<file path="src/rtl/fp_pkg.sv">
// Shared floating-point datapath definitions: op encodings, ALU state enum and
// the default mantissa width.
package fp_pkg;

  localparam int MW_DEFAULT = 27;

  typedef enum logic [1:0] {
    OP_ADD = 2'b00,
    OP_SUB = 2'b01,
    OP_MUL = 2'b10,
    OP_RSV = 2'b11
  } op_e;

  typedef enum logic [1:0] {
    S_IDLE,
    S_ADDSUB,
    S_MUL,
    S_DONE
  } state_e;

endpackage

</file>
<file path="src/rtl/mant_mul_iter.sv">
// Iterative shift-add multiplier core: one multiplier bit per cycle, MW cycles
// after start, then done pulses for one cycle with the full 2*MW-bit product.
module mant_mul_iter #(
  parameter int MW = 27
) (
  input  logic            clk,
  input  logic            rst_n,
  input  logic            start,
  input  logic [MW-1:0]   mcand,
  input  logic [MW-1:0]   mplier,
  output logic            done,
  output logic [2*MW-1:0] prod
);

  localparam logic [MW-1:0] LAST = MW'(MW);

  // Upper half (with its carry bit) accumulates; lower half holds the
  // not-yet-consumed multiplier bits and collects product bits as it shifts.
  logic [2*MW:0] acc_q, acc_d;
  logic [MW-1:0] mcand_q, mcand_d;
  logic [MW-1:0] cnt_q, cnt_d;
  logic          busy_q, busy_d;
  logic [MW:0]   upper_sum;

  always_comb begin
    // NOTE: every always_comb output gets a default first so no path can infer a latch.
    acc_d   = acc_q;
    mcand_d = mcand_q;
    cnt_d   = cnt_q;
    busy_d  = busy_q;
    done    = busy_q && (cnt_q == LAST);

    upper_sum = acc_q[0] ? (acc_q[2*MW:MW] + {1'b0, mcand_q}) : acc_q[2*MW:MW];

    if (start) begin
      acc_d   = {(MW+1)'(0), mplier};
      mcand_d = mcand;
      cnt_d   = '0;
      busy_d  = 1'b1;
    end else if (done) begin
      busy_d = 1'b0;
    end else if (busy_q) begin
      acc_d = {upper_sum, acc_q[MW-1:0]} >> 1;
      cnt_d = cnt_q + 1'b1;
    end
  end

  // NOTE: state registers use non-blocking assignments so every flop samples pre-edge values.
  always_ff @(posedge clk or negedge rst_n) begin
    if (!rst_n) begin
      acc_q   <= '0;
      mcand_q <= '0;
      cnt_q   <= '0;
      busy_q  <= 1'b0;
    end else begin
      acc_q   <= acc_d;
      mcand_q <= mcand_d;
      cnt_q   <= cnt_d;
      busy_q  <= busy_d;
    end
  end

  assign prod = acc_q[2*MW-1:0];

endmodule

</file>
<file path="src/rtl/mant_alu_seq.sv">
// Sequential sign-magnitude mantissa ALU (ADD/SUB/MUL) with valid/ready handshakes.
// Define MANT_ALU_MUL_EN to build the iterative multiplier; otherwise op MUL reports op_err.
module mant_alu_seq
  import fp_pkg::*;
#(
  parameter int MW = MW_DEFAULT
) (
  input  logic          clk,
  input  logic          rst_n,
  input  logic          in_valid,
  output logic          in_ready,
  input  logic [1:0]    op,
  input  logic [MW-1:0] mag_a,
  input  logic          sign_a,
  input  logic [MW-1:0] mag_b,
  input  logic          sign_b,
  output logic          out_valid,
  input  logic          out_ready,
  output logic [MW-1:0] res_hi,
  output logic [MW-1:0] res_lo,
  output logic          carry,
  output logic          sign_r,
  output logic          op_err
);

`ifdef MANT_ALU_MUL_EN
  localparam bit MUL_EN = 1'b1;
`else
  localparam bit MUL_EN = 1'b0;
`endif

  state_e        state_q, state_d;
  logic [MW-1:0] a_q, a_d, b_q, b_d;
  logic          sa_q, sa_d, sb_q, sb_d;
  logic          err_q, err_d;
  logic [MW-1:0] res_hi_q, res_hi_d, res_lo_q, res_lo_d;
  logic          carry_q, carry_d, sign_q, sign_d, op_err_q, op_err_d;

  logic            accept, op_is_as, op_is_mul;
  logic            mul_done;
  logic [2*MW-1:0] mul_prod;
  logic [MW:0]     sum_w;
  logic [MW-1:0]   diff_w;
  logic            a_ge_b;

  assign in_ready  = (state_q == S_IDLE);
  assign accept    = in_valid && in_ready;
  assign op_is_as  = (op == OP_ADD) || (op == OP_SUB);
  assign op_is_mul = MUL_EN && (op == OP_MUL);

`ifdef MANT_ALU_MUL_EN
  mant_mul_iter #(.MW(MW)) u_mul (
    .clk    (clk),
    .rst_n  (rst_n),
    .start  (accept && op_is_mul),
    .mcand  (mag_a),
    .mplier (mag_b),
    .done   (mul_done),
    .prod   (mul_prod)
  );
`else
  assign mul_done = 1'b0;
  assign mul_prod = '0;
`endif

  assign sum_w  = {1'b0, a_q} + {1'b0, b_q};
  assign a_ge_b = (a_q >= b_q);
  assign diff_w = a_ge_b ? (a_q - b_q) : (b_q - a_q);

  always_comb begin
    state_d  = state_q;
    a_d      = a_q;
    b_d      = b_q;
    sa_d     = sa_q;
    sb_d     = sb_q;
    err_d    = err_q;
    res_hi_d = res_hi_q;
    res_lo_d = res_lo_q;
    carry_d  = carry_q;
    sign_d   = sign_q;
    op_err_d = op_err_q;

    case (state_q)
      S_IDLE: begin
        if (accept) begin
          a_d   = mag_a;
          b_d   = mag_b;
          sa_d  = sign_a;
          sb_d  = (op == OP_SUB) ? ~sign_b : sign_b;
          // Rejected ops ride through ADDSUB so errors keep the ADD/SUB latency.
          err_d   = !(op_is_as || op_is_mul);
          state_d = op_is_mul ? S_MUL : S_ADDSUB;
        end
      end
      S_ADDSUB: begin
        state_d  = S_DONE;
        res_hi_d = '0;
        op_err_d = err_q;
        if (err_q) begin
          res_lo_d = '0;
          carry_d  = 1'b0;
          sign_d   = 1'b0;
        end else if (sa_q == sb_q) begin
          {carry_d, res_lo_d} = sum_w;
          sign_d = sa_q && (sum_w[MW-1:0] != '0);
        end else begin
          res_lo_d = diff_w;
          carry_d  = 1'b0;
          sign_d   = (a_ge_b ? sa_q : sb_q) && (diff_w != '0);
        end
      end
      S_MUL: begin
        if (mul_done) begin
          state_d              = S_DONE;
          {res_hi_d, res_lo_d} = mul_prod;
          carry_d              = 1'b0;
          op_err_d             = 1'b0;
          sign_d               = (sa_q ^ sb_q) && (mul_prod != '0);
        end
      end
      S_DONE: begin
        if (out_ready) state_d = S_IDLE;
      end
      default: state_d = S_IDLE;
    endcase
  end

  always_ff @(posedge clk or negedge rst_n) begin
    if (!rst_n) begin
      state_q  <= S_IDLE;
      a_q      <= '0;
      b_q      <= '0;
      sa_q     <= 1'b0;
      sb_q     <= 1'b0;
      err_q    <= 1'b0;
      res_hi_q <= '0;
      res_lo_q <= '0;
      carry_q  <= 1'b0;
      sign_q   <= 1'b0;
      op_err_q <= 1'b0;
    end else begin
      state_q  <= state_d;
      a_q      <= a_d;
      b_q      <= b_d;
      sa_q     <= sa_d;
      sb_q     <= sb_d;
      err_q    <= err_d;
      res_hi_q <= res_hi_d;
      res_lo_q <= res_lo_d;
      carry_q  <= carry_d;
      sign_q   <= sign_d;
      op_err_q <= op_err_d;
    end
  end

  assign out_valid = (state_q == S_DONE);
  assign res_hi    = res_hi_q;
  assign res_lo    = res_lo_q;
  assign carry     = carry_q;
  assign sign_r    = sign_q;
  assign op_err    = op_err_q;

endmodule

</file>
<file path="config.mk">
export PLATFORM = sky130hd
export DESIGN_NAME = mant_alu_seq
export DESIGN_NICKNAME = d
export VERILOG_FILES = /design/src/rtl/fp_pkg.sv /design/src/rtl/mant_mul_iter.sv /design/src/rtl/mant_alu_seq.sv
export SDC_FILE = /design/constraint.sdc
export NUM_CORES = 1
export LEC_CHECK = 0
export ABC_AREA = 1
export BUFFER_PORTS_ARGS = -buffer_cell sky130_fd_sc_hd__buf_4
export CORE_MARGIN = 4
export CORE_UTILIZATION = 45
export DETAILED_ROUTE_END_ITERATION = 12
export GPL_TIMING_DRIVEN = 0
export PLACE_DENSITY = 0.71
export SETUP_SLACK_MARGIN = 0.15
export SLEW_MARGIN = 15
export SYNTH_ARGS = -nofsm -noshare
export SYNTH_HDL_FRONTEND = slang
export SYNTH_SLANG_ARGS = --single-unit
</file>
<file path="constraint.sdc">
create_clock -name clk -period 3.3 [get_ports clk]
set_input_delay 0.165 -clock clk [delete_from_list [all_inputs] [get_ports clk]]
set_output_delay 0.165 -clock clk [all_outputs]
set_load 0.01 [all_outputs]
</file>
After elaboration in Yosys (flattened, before gate mapping)
Index checks and enable logic that the tools add are counted.
{"block": "word_totals", "ff_bits": 89, "latch_bits": 0, "ram_bits": 0, "rom_bits": 0, "input_bits": 62, "output_inout_bits": 59, "wordCells": 46, "n_memories": 0}
{"block": "classes", "n_addsub": 3, "multipliers": 0, "n_div": 0, "magnitude_cmp": 1, "n_eq_ne": 7, "shifts": 0, "n_mux": 12, "bitwise_logic": 2, "n_reduce_logical": 11}
{"op": "2-to-1 mux 27 bit", "n": 3}
{"op": "nonzero test 27 bit", "n": 2}
{"op": "subtractor 27 bit", "n": 2}
{"op": "adder 27 x 27 -> 28 bit", "n": 1}
{"op": ">= comparator 27 bit", "n": 1}
{"op": "2-to-1 mux 1 bit", "n": 6}
{"op": "case mux 2 bit (3 select lines)", "n": 1}
{"op": "equality test 2 x 1 -> 1 bit, second input constant", "n": 2}
{"op": "equality test 2 bit, second input constant", "n": 2}
{"op": "zero test 2 bit", "n": 2}
{"op": "2-to-1 mux 2 bit", "n": 2}
{"op": "!= test 2 x 1 -> 1 bit, second input constant", "n": 2}
{"op": "logical AND 1 bit", "n": 3}
{"op": "AND reduction 3 bit", "n": 1}
{"op": "NOT 1 bit", "n": 2}
{"op": "AND reduction 2 bit", "n": 1}
{"op": "equality test 1 bit", "n": 1}
{"op": "zero test 1 bit", "n": 1}
{"op": "logical OR 1 bit", "n": 1}

Logic depth before layout (Yosys ltp)
Gate-level depths: netlist of the first run.
{"block": "depth", "ltp_word": 6, "mapped_depth": 23, "depth_no_buf": 22}

Worst setup path before layout of the first run
Ideal clock, no wire load.
{"block": "synth_timing", "path_type": "reg2reg", "startpoint": "reg a_q[1]", "endpoint": "reg sign_q, in the netlist sign_r", "setup_time_ps": 117, "t_arrival_ps": 2245, "required_ps": 3183, "setup_slack_ps": 938, "path_stages_with_launch": 18, "n_path_buf": 1, "period_less_slack_ps": 2362, "cell_sequence": "dfrtp_1 > inv_1 > ha_1 > nand3_1 > nand3_1 > nand3_2 > nand3_4 > nand2_4 > nand3_4 > buf_8 > nand2_1 > nand2_1 > nor2_1 > nand3_1 > nor2_1 > nand3_1 > nand3_1 > nand2_1"}
{"block": "synth_between", "elab_chain_cells": 6, "elab_cells_between_ends": 12, "classes_between": "add/sub: 3; order compare: 1; mux: 4; reduce/logical: 4"}
{"element": "start, declared", "line_no": "mant_alu_seq.sv:33", "source": "logic [MW-1:0] a_q, a_d, b_q, b_d;"}
{"element": "start signal, assigned", "line_no": "mant_alu_seq.sv:131", "source": "a_q <= '0;"}
{"element": "start signal, assigned", "line_no": "mant_alu_seq.sv:143", "source": "a_q <= a_d;"}
{"element": "subtractor 27 bit / >= comparator 27 bit (equally long branches)", "line_no": "mant_alu_seq.sv:68, mant_alu_seq.sv:67"}
{"element": "2-to-1 mux 27 bit", "line_no": "mant_alu_seq.sv:68", "source": "assign diff_w = a_ge_b ? (a_q - b_q) : (b_q - a_q);"}
{"element": "nonzero test 27 bit", "line_no": "mant_alu_seq.sv:109", "source": "sign_d = (a_ge_b ? sa_q : sb_q) && (diff_w != '0);"}
{"element": "logical AND 1 bit", "line_no": "mant_alu_seq.sv:109"}
{"element": "2-to-1 mux 1 bit *", "line_no": "mant_alu_seq.sv:103", "source": "end else if (sa_q == sb_q) begin"}
{"element": "2-to-1 mux 1 bit *", "line_no": "mant_alu_seq.sv:99", "source": "if (err_q) begin"}
{"element": "end signal, assigned", "line_no": "mant_alu_seq.sv:151", "source": "sign_q <= sign_d;"}
{"element": "end, declared", "line_no": "mant_alu_seq.sv:37", "source": "logic carry_q, carry_d, sign_q, sign_d, op_err_q, op_err_d;"}
Every way passes the cells marked *; elsewhere a longest branch is shown, timed or not.
A chain may end at the register's enable or synchronous reset.

Worst setup path in the final report of the first run
{"block": "layout_timing", "startpoint": "reg a_q[0]", "endpoint": "reg res_lo_q[26], in the netlist res_lo[26]"}
{"block": "layout_between", "elab_chain_cells": 4, "elab_cells_between_ends": 7, "classes_between": "add/sub: 3; order compare: 1; mux: 3"}
{"element": "subtractor 27 bit / >= comparator 27 bit (equally long branches)", "line_no": "mant_alu_seq.sv:68, mant_alu_seq.sv:67"}
{"element": "2-to-1 mux 27 bit", "line_no": "mant_alu_seq.sv:68"}
{"element": "2-to-1 mux 27 bit *", "line_no": "mant_alu_seq.sv:103"}
{"element": "2-to-1 mux 27 bit *", "line_no": "mant_alu_seq.sv:99"}
{"element": "end signal, assigned", "line_no": "mant_alu_seq.sv:149", "source": "res_lo_q <= res_lo_d;"}
{"element": "end, declared", "line_no": "mant_alu_seq.sv:36", "source": "logic [MW-1:0] res_hi_q, res_hi_d, res_lo_q, res_lo_d;"}
Marked as above.

==> results by group, run 1 <==
Worst setup path
  • WS Path Type: flip-flop to flip-flop
  • CP Capture Type: flip-flop
  • Worst R2R Setup Slack: 0.29 ns
  • CP Data Required Time: 3.58 ns
  • Type of element launching the critical path: flip-flop
  • CP Max Fanout: 4
  • CP startpoint: a_q[0]
  • Reg2reg end: res_lo[26]
  • Capture point of the worst path: res_lo[26]
  • WP data arrival: 3.29 ns
  • FF-to-FF Start: a_q[0]
  • Reg2Reg Depth: 15

Layout
  • Antenna diode count: 0
  • Finished Cell Area: 11700 µm²
  • Area grow syn2layout: 17.9%
  • Nets: 1921
  • Share of layout cells above drive strength 1: 14.3%

Clock network
  • Skew-Pair Late Insertion Delay: 0.36 ns
  • Clock Path Buffers: 2
  • Num CTS Buffers: 9
  • H-tree depth: 3
  • CTS clk-pin slew, worst paths: 0.08 ns
  • Clock sink count: 89
  • CTS tree: done
  • Root Driver: clkbuf_16

Yosys
  • Mux contribution to synthesized area: 0%
  • EDFF count, synth: 0
  • Primary FF master, synth: dfrtp_1
  • Synth Area in Simple Gates: 39.2%
  • Top cells by area, synth: nand2_1 (23%), dfrtp_1 (22%), ha_1 (10%), inv_1 (9.7%), nand3_1 (5.1%)
  • Adder-Cell Fraction of Synth Area: 11.0%
  • Area leader, netlist: nand2_1
  • Mapped cell area: 9950 µm²
  • Syn Inst Count: 1624
  • Largest family of logic cells by synthesized area: simple AND/OR/NAND/NOR gates
  • Ys async rst share: 100%
  • Synth Area in Compound Gates: 10.6%
  • XOR/XNOR Fraction of Synth Area: 1.85%
  • Top-area cell type share of the netlist area: 22.8%
  • Average size of a mapped cell: 6.12 µm²
  • Most common library cells after synthesis: nand2_1 (605), inv_1 (256), nor2_1 (104)
  • Synth warn: 0
  • Seq/Total Area, Yosys: 22.4%
  • Unique masters post-synth: 43
  • Yosys reg bits: 89
  • Top-count cell post-synth: nand2_1

STA
  • Tmin final: 3.01 ns
  • RSZ-0062 raised after global routing: no
  • Final hold violation count: 0
  • Final worst-path cycle share: 91.2%
  • Worst slew margin: 42.9%
  • Slew @ Worst Pin: 0.857 ns
  • Max Fclk: 332 MHz
  • Max Slew Vio Count: 0
  • Final setup violation count: 0
  • Setup TNS: 0 ns
  • Clock skew: 0.0124 ns

Die
  • Die Area: 24500 µm²
  • CORE AREA: 21800 µm²
  • Die Width: 157 µm
  • Cell Rows: 54
  • Initial core utilization: 45.7%
  • # IOs: 121
  • Die height: 157 µm

Route
  • DRC: 0
  • Via count: 10560
  • Router iterations before antenna repair: 9
  • DR WL met2: 16000 µm
  • Met3 wire len: 2980 µm
  • Routed len/inst: 17.8 µm
  • DR top layer: met5
  • Vias per inst: 5.13
  • Total Wirelength: 36600 µm
  • Final antenna-violating net count: 0
  • Iter 0 DRT Violations: 826
  • DRT met1 WL: 16800 µm

Place
  • Dpl hpwl: 30800 µm
  • RD Place Congestion: 1.00
  • DP Area: 11100 µm²
  • PortBufs: 93

Run status
  • Status: completed

Global routing
  • Gr usage total: 29.1%
  • Global route overflow: 0
  • Initial antenna violation count: 1
  • Number of global-route vias before repair: 9629
  • Largest net degree at the start of global routing: 90
  • First-pass GRT wire length: 54300 µm

Worst hold path
  • HP Class: primary input to flip-flop

Job
  • Max Cap Violations: 0
[stage by stage]
stage / cells / util, % / hold WS (ns) / setup WS [ns]
after floorplan: 1650 / - / -0.131 / 0.938
after global placement: 2023 / 51.0 / 0.361 / 0.113
after detailed placement: 2023 / 51.0 / 0.369 / 0.109
after CTS: 2042 / 52.8 / 0.00112 / 0.154
after global routing: 2058 / 53.9 / 0.00741 / 0.118
final: 2058 / 53.9 / 0.00310 / 0.291
[state kept, by name, summed over array words and instances, names as in the netlist]
name and flops:
carry 1, sa_q 1, b_q 27, state_q 2, sb_q 1, op_err 1
res_lo 27, err_q 1, a_q 27, sign_r 1
[cells by family (layout without fill, tap and decap cells)]
group | count (synthesis) | in the layout
AOI/OAI and AO/OA | 188 | 188
xor gates and xnor gates | 21 | 21
adders and majority gates | 86 | 86
buffers and inverters | 332 | 460
DFF | 89 | 89
other | 1 | 27
and+or+nand+nor | 907 | 907
[placed cells by master, fill, tap and decap left out, types with 3 or more instances in the layout]
cell	count
fa_2	3
conb_1	27
nand3_1	98
nand2_2	26
o21bai_1	8
a21oi_2	3
nand2_4	4
clkbuf_1	17
inv_1	256
o211ai_1	12
o21ai_0	87
dlygate4sd3_1	4
xor2_1	20
inv_2	3
nand2_1	600
nor2_2	11
bufinv_16	3
nand3_4	3
nor3_1	6
o221ai_1	5
nor2_4	8
nor2_1	98
buf_6	9
a21oi_1	60
ha_1	83
nand4_1	38
nand3b_1	3
dfrtp_1	88
nand3_2	5
buf_4	149
clkbuf_16	9
a22oi_1	4
[worst min-delay path by stage]
stage,depth (start not counted),slack [ns],startpoint,endpoint
floorplan,0,-0.13,rst_n,a_q[0]
global placement,3,0.36,mag_a[26],a_q[26]
detailed placement,3,0.37,sign_a,sa_q
CTS,3,0.001,mag_a[2],a_q[2]
global route,3,0.007,mag_b[8],b_q[8]
finish,3,0.003,mag_b[8],b_q[8]
[routing by layer]
metal	up-vias	GRT usage (%)
met5	-	0
met4	2	7.36
met3	46	5.28
met2	385	46.2
met1	4833	41.1
li1	5294	-
[worst max-delay path, stage by stage, from the launching register on]
cell      delay (ns)
dfrtp_1         0.42
ha_1            0.29
fa_2            0.40
nand2_1         0.16
nand2_2         0.12
nand3_1         0.11
nand2_1         0.11
nand3_1         0.17
nand2_1         0.17
nand2_1         0.13
nand2_1         0.08
a21oi_2         0.18
xor2_1          0.30
buf_4           0.17
nand2_1         0.04
o211ai_1        0.09
[area by class of cell]
type / instances / area (µm²)
Fill cell: 2358 / 10000
Multi-Input combinational cell: 1229 / 6440
Sequential cell: 89 / 2230
Inverter: 259 / 972
Timing Repair Buffer: 112 / 855
Buffer: 73 / 526
Tap cell: 280 / 350
Clock buffer: 9 / 225
Clock inverter: 7 / 124
[timing repair]
item                                    in CTS  in global routing
endpoints found under the hold margin        3                 74
endpoints found under the setup margin       1                  3
hold buffers                                 3                  1
pin swaps                                    1                  9
resized for setup                            4                 29
buffers inserted                             0                 15
Power of run 1 is not shown: default switching activity piles up to over one toggle a cycle in this logic, so the estimate is an artifact.
==> run 2: changes to the inputs <==
Settings changed: BUFFER_PORTS_ARGS -buffer_cell sky130_fd_sc_hd__buf_4 to default, DONT_BUFFER_PORTS from default to 1, PLACE_DENSITY 0.71 to 0.67, SYNTH_HIERARCHICAL from default to 1.
==> run 2 against run 1 <==
Worst setup slack improved by 0.037 ns. Synthesized area unchanged. Critical path type unchanged. Routed wire length down 2.6%.
==> results by group, run 2 <==
Run status
  • Status: completed (unchanged)

Yosys
  • Mapped cell area: 9950 µm² (unchanged)
  • Synth Area in Simple Gates: 39.2% (unchanged)
  • Top-count cell post-synth: nand2_1 (unchanged)
  • EDFF count, synth: 0 (unchanged)
  • Ys async rst share: 100% (unchanged)
  • Mux contribution to synthesized area: 0% (unchanged)
  • Syn Inst Count: 1624 (unchanged)
  • Primary FF master, synth: dfrtp_1 (unchanged)
  • Most common library cells after synthesis: nand2_1 (605), inv_1 (256), nor2_1 (104) (unchanged)
  • Top-area cell type share of the netlist area: 22.8% (unchanged)
  • XOR/XNOR Fraction of Synth Area: 1.85% (unchanged)
  • Synth Area in Compound Gates: 10.6% (unchanged)
  • Yosys reg bits: 89 (unchanged)
  • Adder-Cell Fraction of Synth Area: 11.0% (unchanged)
  • Top cells by area, synth: nand2_1 (23%), dfrtp_1 (22%), ha_1 (10%), inv_1 (9.7%), nand3_1 (5.1%) (unchanged)
  • Seq/Total Area, Yosys: 22.4% (unchanged)
  • Unique masters post-synth: 43 (unchanged)
  • Average size of a mapped cell: 6.12 µm² (unchanged)
  • Area leader, netlist: nand2_1 (unchanged)
  • Largest family of logic cells by synthesized area: simple AND/OR/NAND/NOR gates (unchanged)
  • Synth warn: 6 (was 0)

Place
  • RD Place Congestion: 1.01 (was 1.00)
  • DP Area: 10400 µm² (was 11100 µm²)
  • Dpl hpwl: 29100 µm (was 30800 µm)
  • PortBufs: 0 (was 93)

Layout
  • Antenna diode count: 0 (unchanged)
  • Fill count: 2245 (was 2358)
  • Commonest non-fill, non-tap cell in the layout: nand2_1 (unchanged)
  • Area grow syn2layout: 18.5% (was 17.9%)
  • Area of the multi-input gates: 6470 µm² (was 6440 µm²)
  • Share of layout cells above drive strength 1: 10.3% (was 14.3%)
  • Most frequent cells in the layout: nand2_1 (594), inv_1 (255), nor2_1 (99) (was nand2_1 (600), inv_1 (256), buf_4 (149))
  • Finished Cell Area: 11800 µm² (was 11700 µm²)
  • FF+latch area: 2230 µm² (unchanged)
  • Nets: 1896 (was 1921)

STA
  • Final setup violation count: 0 (unchanged)
  • Max Slew Vio Count: 0 (unchanged)
  • Worst slew margin: 39.8% (was 42.9%)
  • Tmin final: 2.97 ns (was 3.01 ns)
  • RSZ-0062 raised after global routing: no (unchanged)
  • Max Fclk: 336 MHz (was 332 MHz)
  • Final worst-path cycle share: 90.1% (was 91.2%)
  • Clock skew: 0.0122 ns (was 0.0124 ns)
  • Setup TNS: 0 ns (unchanged)
  • Slew @ Worst Pin: 0.902 ns (was 0.857 ns)
  • Final hold violation count: 0 (unchanged)

Global routing
  • First-pass GRT wire length: 54600 µm (was 54300 µm)
  • Gr usage total: 28.9% (was 29.1%)
  • Global route overflow: 0 (unchanged)
  • Initial antenna violation count: 1 (unchanged)
  • Largest net degree at the start of global routing: 90 (unchanged)
  • Number of global-route vias before repair: 9895 (was 9629)

Clock network
  • CTS clk-pin slew, worst paths: 0.08 ns (about the same)
  • Skew-Pair Late Insertion Delay: 0.36 ns (about the same)
  • CTS tree: done (unchanged)
  • Num CTS Buffers: 9 (unchanged)
  • Root Driver: clkbuf_16 (unchanged)
  • Clock sink count: 89 (unchanged)
  • H-tree depth: 3 (unchanged)
  • Clock Path Buffers: 2 (unchanged)

Worst setup path
  • WS Path Type: flip-flop to flip-flop (unchanged)
  • CP Data Required Time: 3.57 ns (was 3.58 ns)
  • Type of element launching the critical path: flip-flop (unchanged)
  • CP bufs+invs: 1 (unchanged)
  • Crit-path max cell delay: 0.47 ns (was 0.42 ns)
  • Worst R2R Setup Slack: 0.33 ns (was 0.29 ns)
  • CP Capture Type: flip-flop (unchanged)
  • Cell family with most CP delay: simple AND/OR/NAND/NOR gates (unchanged)
  • Cell Chain, Critical Path: ha_1 > fa_1 > nand2_1 > nand2_1 > nand3_1 > nand2_1 > nand3_1 > nand2_1 > nand2_1 > nand2_1 > a21oi_1 > xor2_1 > buf_4 > nand2_1 > o211ai_1 (was ha_1 > fa_2 > nand2_1 > nand2_2 > nand3_1 > nand2_1 > nand3_1 > nand2_1 > nand2_1 > nand2_1 > a21oi_2 > xor2_1 > buf_4 > nand2_1 > o211ai_1)
  • WP data arrival: 3.24 ns (was 3.29 ns)
  • CP Max Fanout: 4 (unchanged)
  • Slowest-stage cell, CP: fa_1 (was dfrtp_1)
  • Critical Path Most Common Cell: nand2_1 (unchanged)

Job
  • Max Cap Violations: 0 (unchanged)

Route
  • Iter 0 DRT Violations: 905 (was 826)
  • Vias per inst: 5.17 (was 5.13)
  • Total Wirelength: 35600 µm (was 36600 µm)
  • DR WL met2: 15900 µm (was 16000 µm)
  • DRC: 0 (unchanged)
  • Met3 wire len: 2660 µm (was 2980 µm)
  • Router iterations before antenna repair: 6 (was 9)
  • Routed len/inst: 17.5 µm (was 17.8 µm)
  • Via count: 10503 (was 10560)
  • DRT met1 WL: 16300 µm (was 16800 µm)
  • Final antenna-violating net count: 0 (unchanged)
  • DR top layer: met5 (unchanged)

Die
  • Initial core utilization: 45.7% (unchanged)
  • Cell Rows: 54 (unchanged)
  • # IOs: 121 (unchanged)
  • Die height: 157 µm (unchanged)
  • Die Area: 24500 µm² (unchanged)
  • CORE AREA: 21800 µm² (unchanged)
  • Die Width: 157 µm (unchanged)

Worst hold path
  • HP Class: primary input to flip-flop (unchanged)
[run 2: layer usage]
metal | GRT usage (%) | up-vias
met2 | 45.7 | 371
met1 | 41.3 | 4845
met3 | 4.62 | 49
met5 | 0 | -
met4 | 6.94 | 2
li1 | - | 5236
[run 2: path summary, 6_finish.rpt]
check | start | end | depth (start not counted)
min in group asynchronous | rst_n | state_q[0] | 2
max in group asynchronous | rst_n | a_q[1] | 2
hold reg to reg | err_q | err_q | 2
setup / recovery | a_q[0] | res_lo[26] | 15
hold / removal | sign_b | sb_q | 2
setup reg to reg | a_q[0] | res_lo[26] | 15
[run 2: cell type report]
| type | instances | share of cell area [%] |
|---|---|---|
| repair buffers | 87 | 7.37 |
| flip-flops and latches | 89 | 18.9 |
| inverters | 259 | 8.28 |
| multi-input cells | 1229 | 54.9 |
| well taps | 280 | 2.97 |
| clock inverters | 7 | 1.05 |
| plain buffers | 73 | 4.58 |
| clock buffers | 9 | 1.91 |
[run 2: cell families (layout without fill, tap and decap cells)]
group,count (synthesis),after routing
AND/OR/NAND/NOR,907,907
AO/OA/AOI/OAI,188,188
other,1,27
flip-flops,89,89
buffers and inverters,332,435
adder cells (fa/ha/maj),86,86
XOR/XNOR,21,21
[run 2: worst register-to-register path, stage by stage, from the launching register on]
cell	delay, ns
dfrtp_1	0.41
ha_1	0.29
fa_1	0.48
nand2_1	0.16
nand2_1	0.12
nand3_1	0.11
nand2_1	0.09
nand3_1	0.14
nand2_1	0.14
nand2_1	0.11
nand2_1	0.08
a21oi_1	0.22
xor2_1	0.25
buf_4	0.16
nand2_1	0.04
o211ai_1	0.09
[run 2: timing repair]
action                                  CTS  global route
endpoints found under the setup margin    1             1
endpoints found under the hold margin   147             0
gates cloned                              0             0
resized for setup                         2            45
hold buffers                             59             0
buffers inserted                          0            28
pin swaps                                 0            11
[run 2: through the flow]
stage / util, % / hold WS, ns / worst slack, ns / cells
5_1_grt: 54.2 / 0.0437 / 0.118 / 2033
3_3_place_gp: 47.8 / -0.128 / 0.0791 / 1930
2_1_floorplan: - / -0.131 / 0.938 / 1650
4_1_cts: 52.2 / 0.0103 / 0.152 / 2005
3_5_place_dp: 47.8 / -0.128 / 0.0876 / 1930
6_report: 54.2 / 0.0167 / 0.328 / 2033
Power of run 2 is left out for the same reason.
==> run 3: changes to the inputs <==
Settings changed: CORE_UTILIZATION 45 to 65, PLACE_DENSITY 0.67 to 0.88, SYNTH_HIERARCHICAL 1 to default.
==> run 3 against run 2 <==
Worst setup slack got worse by 0.099 ns. Sequential share of layout area is 0.57 points higher. Maximum frequency fell by 3.2%. Critical path type unchanged. Critical endpoint is now sign_r. Largest cell class unchanged.
==> results by group, run 3 (synthesis gave the netlist of run 1 again) <==
Worst hold path
  • Hold_sp: sign_b (unchanged)
  • HP Class: primary input to flip-flop (unchanged)
  • Hold depth: 2 (unchanged)
  • Worst Hold End: sb_q (unchanged)

Clock network
  • Clock Path Buffers: 2 (unchanged)
  • Num CTS Buffers: 9 (unchanged)
  • Skew-Pair Late Insertion Delay: 0.36 ns (about the same)
  • Clock sink count: 89 (unchanged)
  • Root Driver: clkbuf_16 (unchanged)
  • CTS tree: done (unchanged)
  • H-tree depth: 3 (unchanged)
  • CTS clk-pin slew, worst paths: 0.08 ns (about the same)

Layout
  • Antenna diode count: 0 (unchanged)
  • Fill count: 1085 (was 2245)
  • FF+latch area: 2230 µm² (unchanged)
  • Nets: 1884 (was 1896)
  • Area of the multi-input gates: 6440 µm² (was 6470 µm²)
  • Most frequent cells in the layout: nand2_1 (598), inv_1 (255), nand3_1 (99) (was nand2_1 (594), inv_1 (255), nor2_1 (99))
  • Share of layout cells above drive strength 1: 9.30% (was 10.3%)
  • Commonest non-fill, non-tap cell in the layout: nand2_1 (unchanged)
  • Area grow syn2layout: 15.0% (was 18.5%)

Worst setup path
  • FF-to-FF Start: a_q[23] (was a_q[0])
  • WP data arrival: 3.31 ns (was 3.24 ns)
  • Crit-path max cell delay: 0.40 ns (was 0.47 ns)
  • CP Max Fanout: 10 (was 4)
  • WS Path Type: flip-flop to flip-flop (unchanged)
  • Reg2reg end: sign_r (was res_lo[26])
  • CP Capture Type: flip-flop (unchanged)
  • Slowest-stage cell, CP: dfrtp_1 (was fa_1)
  • Worst R2R Setup Slack: 0.23 ns (was 0.33 ns)
  • CP Data Required Time: 3.54 ns (was 3.57 ns)
  • Cell family with most CP delay: simple AND/OR/NAND/NOR gates (unchanged)
  • Type of element launching the critical path: flip-flop (unchanged)
  • Cell Chain, Critical Path: inv_1 > ha_1 > buf_6 > nand2_2 > nor3_4 > nand2_2 > inv_1 > nand2_4 > nand3_2 > nor2_4 > buf_12 > buf_4 > buf_4 > nand3_1 > nand2_1 > inv_1 > nand2_1 > nor2_1 > nand3_1 > nand3_1 > nand2_1 (was ha_1 > fa_1 > nand2_1 > nand2_1 > nand3_1 > nand2_1 > nand3_1 > nand2_1 > nand2_1 > nand2_1 > a21oi_1 > xor2_1 > buf_4 > nand2_1 > o211ai_1)
  • Reg2Reg Depth: 21 (was 15)
  • CP bufs+invs: 7 (was 1)

Global routing
  • Number of global-route vias before repair: 10428 (was 9895)
  • Largest net degree at the start of global routing: 90 (unchanged)
  • Global route overflow: 0 (unchanged)
  • First-pass GRT wire length: 56600 µm (was 54600 µm)
  • Gr usage total: 40.9% (was 28.9%)
  • Initial antenna violation count: 0 (was 1)

STA
  • RSZ-0062 raised after global routing: no (unchanged)
  • Tmin final: 3.07 ns (was 2.97 ns)
  • Setup TNS: 0 ns (unchanged)
  • Slew @ Worst Pin: 0.938 ns (was 0.902 ns)
  • Final setup violation count: 0 (unchanged)
  • Max Slew Vio Count: 0 (unchanged)
  • Final worst-path cycle share: 93.1% (was 90.1%)
  • Worst slew margin: 37.4% (was 39.8%)
  • Final hold violation count: 0 (unchanged)
  • Clock skew: 0.0145 ns (was 0.0122 ns)
  • Max Fclk: 326 MHz (was 336 MHz)

Route
  • Total Wirelength: 37300 µm (was 35600 µm)
  • Routed len/inst: 19.4 µm (was 17.5 µm)
  • Via count: 11420 (was 10503)
  • Final antenna-violating net count: 0 (unchanged)
  • Vias per inst: 5.93 (was 5.17)
  • Router iterations before antenna repair: 6 (unchanged)
  • Iter 0 DRT Violations: 1637 (was 905)
  • DRC: 0 (unchanged)

Die
  • Die Area: 17300 µm² (was 24500 µm²)
  • # IOs: 121 (unchanged)
  • Die height: 132 µm (was 157 µm)
  • CORE AREA: 14800 µm² (was 21800 µm²)
  • Initial core utilization: 67.4% (was 45.7%)
  • Cell Rows: 44 (was 54)
  • Die Width: 132 µm (was 157 µm)

Place
  • Dpl hpwl: 26800 µm (was 29100 µm)
  • PortBufs: 0 (unchanged)
  • RD Place Congestion: 1.07 (was 1.01)

Run status
  • Status: completed (unchanged)

Job
  • Max Cap Violations: 0 (unchanged)
## run 3: metrics by stage
stage | hold WS, ns | setup slack (ns) | std cells | util (%) | cell area (µm²)
finish | 0.0141 | 0.228 | 1925 | 77.5 | 11400
global route | 0.0239 | 0.0898 | 1925 | 77.5 | 11400
CTS | 0.0175 | 0.225 | 1912 | 75.9 | 11200
detailed placement | -0.129 | 0.121 | 1834 | 69.6 | 10300
global placement | -0.129 | 0.164 | 1834 | 69.6 | 10300
floorplan | -0.131 | 0.938 | 1650 | - | 10000
## run 3: cell type report
cell class | count | share of cell area (%)
clock inverter | 5 | 0.339
clock buffer | 11 | 2.21
buffer | 73 | 4.56
inverter | 259 | 8.53
timing repair buffer | 75 | 6.58
multi-input combinational | 1229 | 56.3
tap | 184 | 2.01
sequential | 89 | 19.5
## run 3: layer usage
metal  share of wire [%]  GRT usage (%)  vias to the layer above
li1                    -              -                     5215
met4                 4.7           16.3                        0
met5                   0              0                        -
met1                  39           56.4                     5107
met3                  13           7.99                      184
met2                  43           63.4                      914
## run 3: how the worst max path moves through the flow
| stage | from | endpoint | slack (ns) | cells past startpoint |
|---|---|---|---|---|
| after floorplan | a_q[1] | sign_r | 0.94 | 17 |
| after global placement | a_q[1] | sign_r | 0.16 | 18 |
| after detailed placement | a_q[1] | sign_r | 0.12 | 18 |
| after CTS | a_q[0] | sign_r | 0.23 | 20 |
| after global routing | a_q[23] | sign_r | 0.09 | 20 |
| final | a_q[23] | sign_r | 0.23 | 21 |
## run 3: repair_timing
| action | 4_1_cts | 5_1_grt |
|---|---|---|
| cloned | 0 | 0 |
| hold buffers | 59 | 0 |
| gates resized for setup | 1 | 31 |
| buffers inserted | 3 | 13 |
| hold endpoints to repair | 146 | 0 |
| pin swaps | 1 | 9 |
| setup endpoints to repair | 1 | 1 |
Power of run 3 is left out for the same reason.
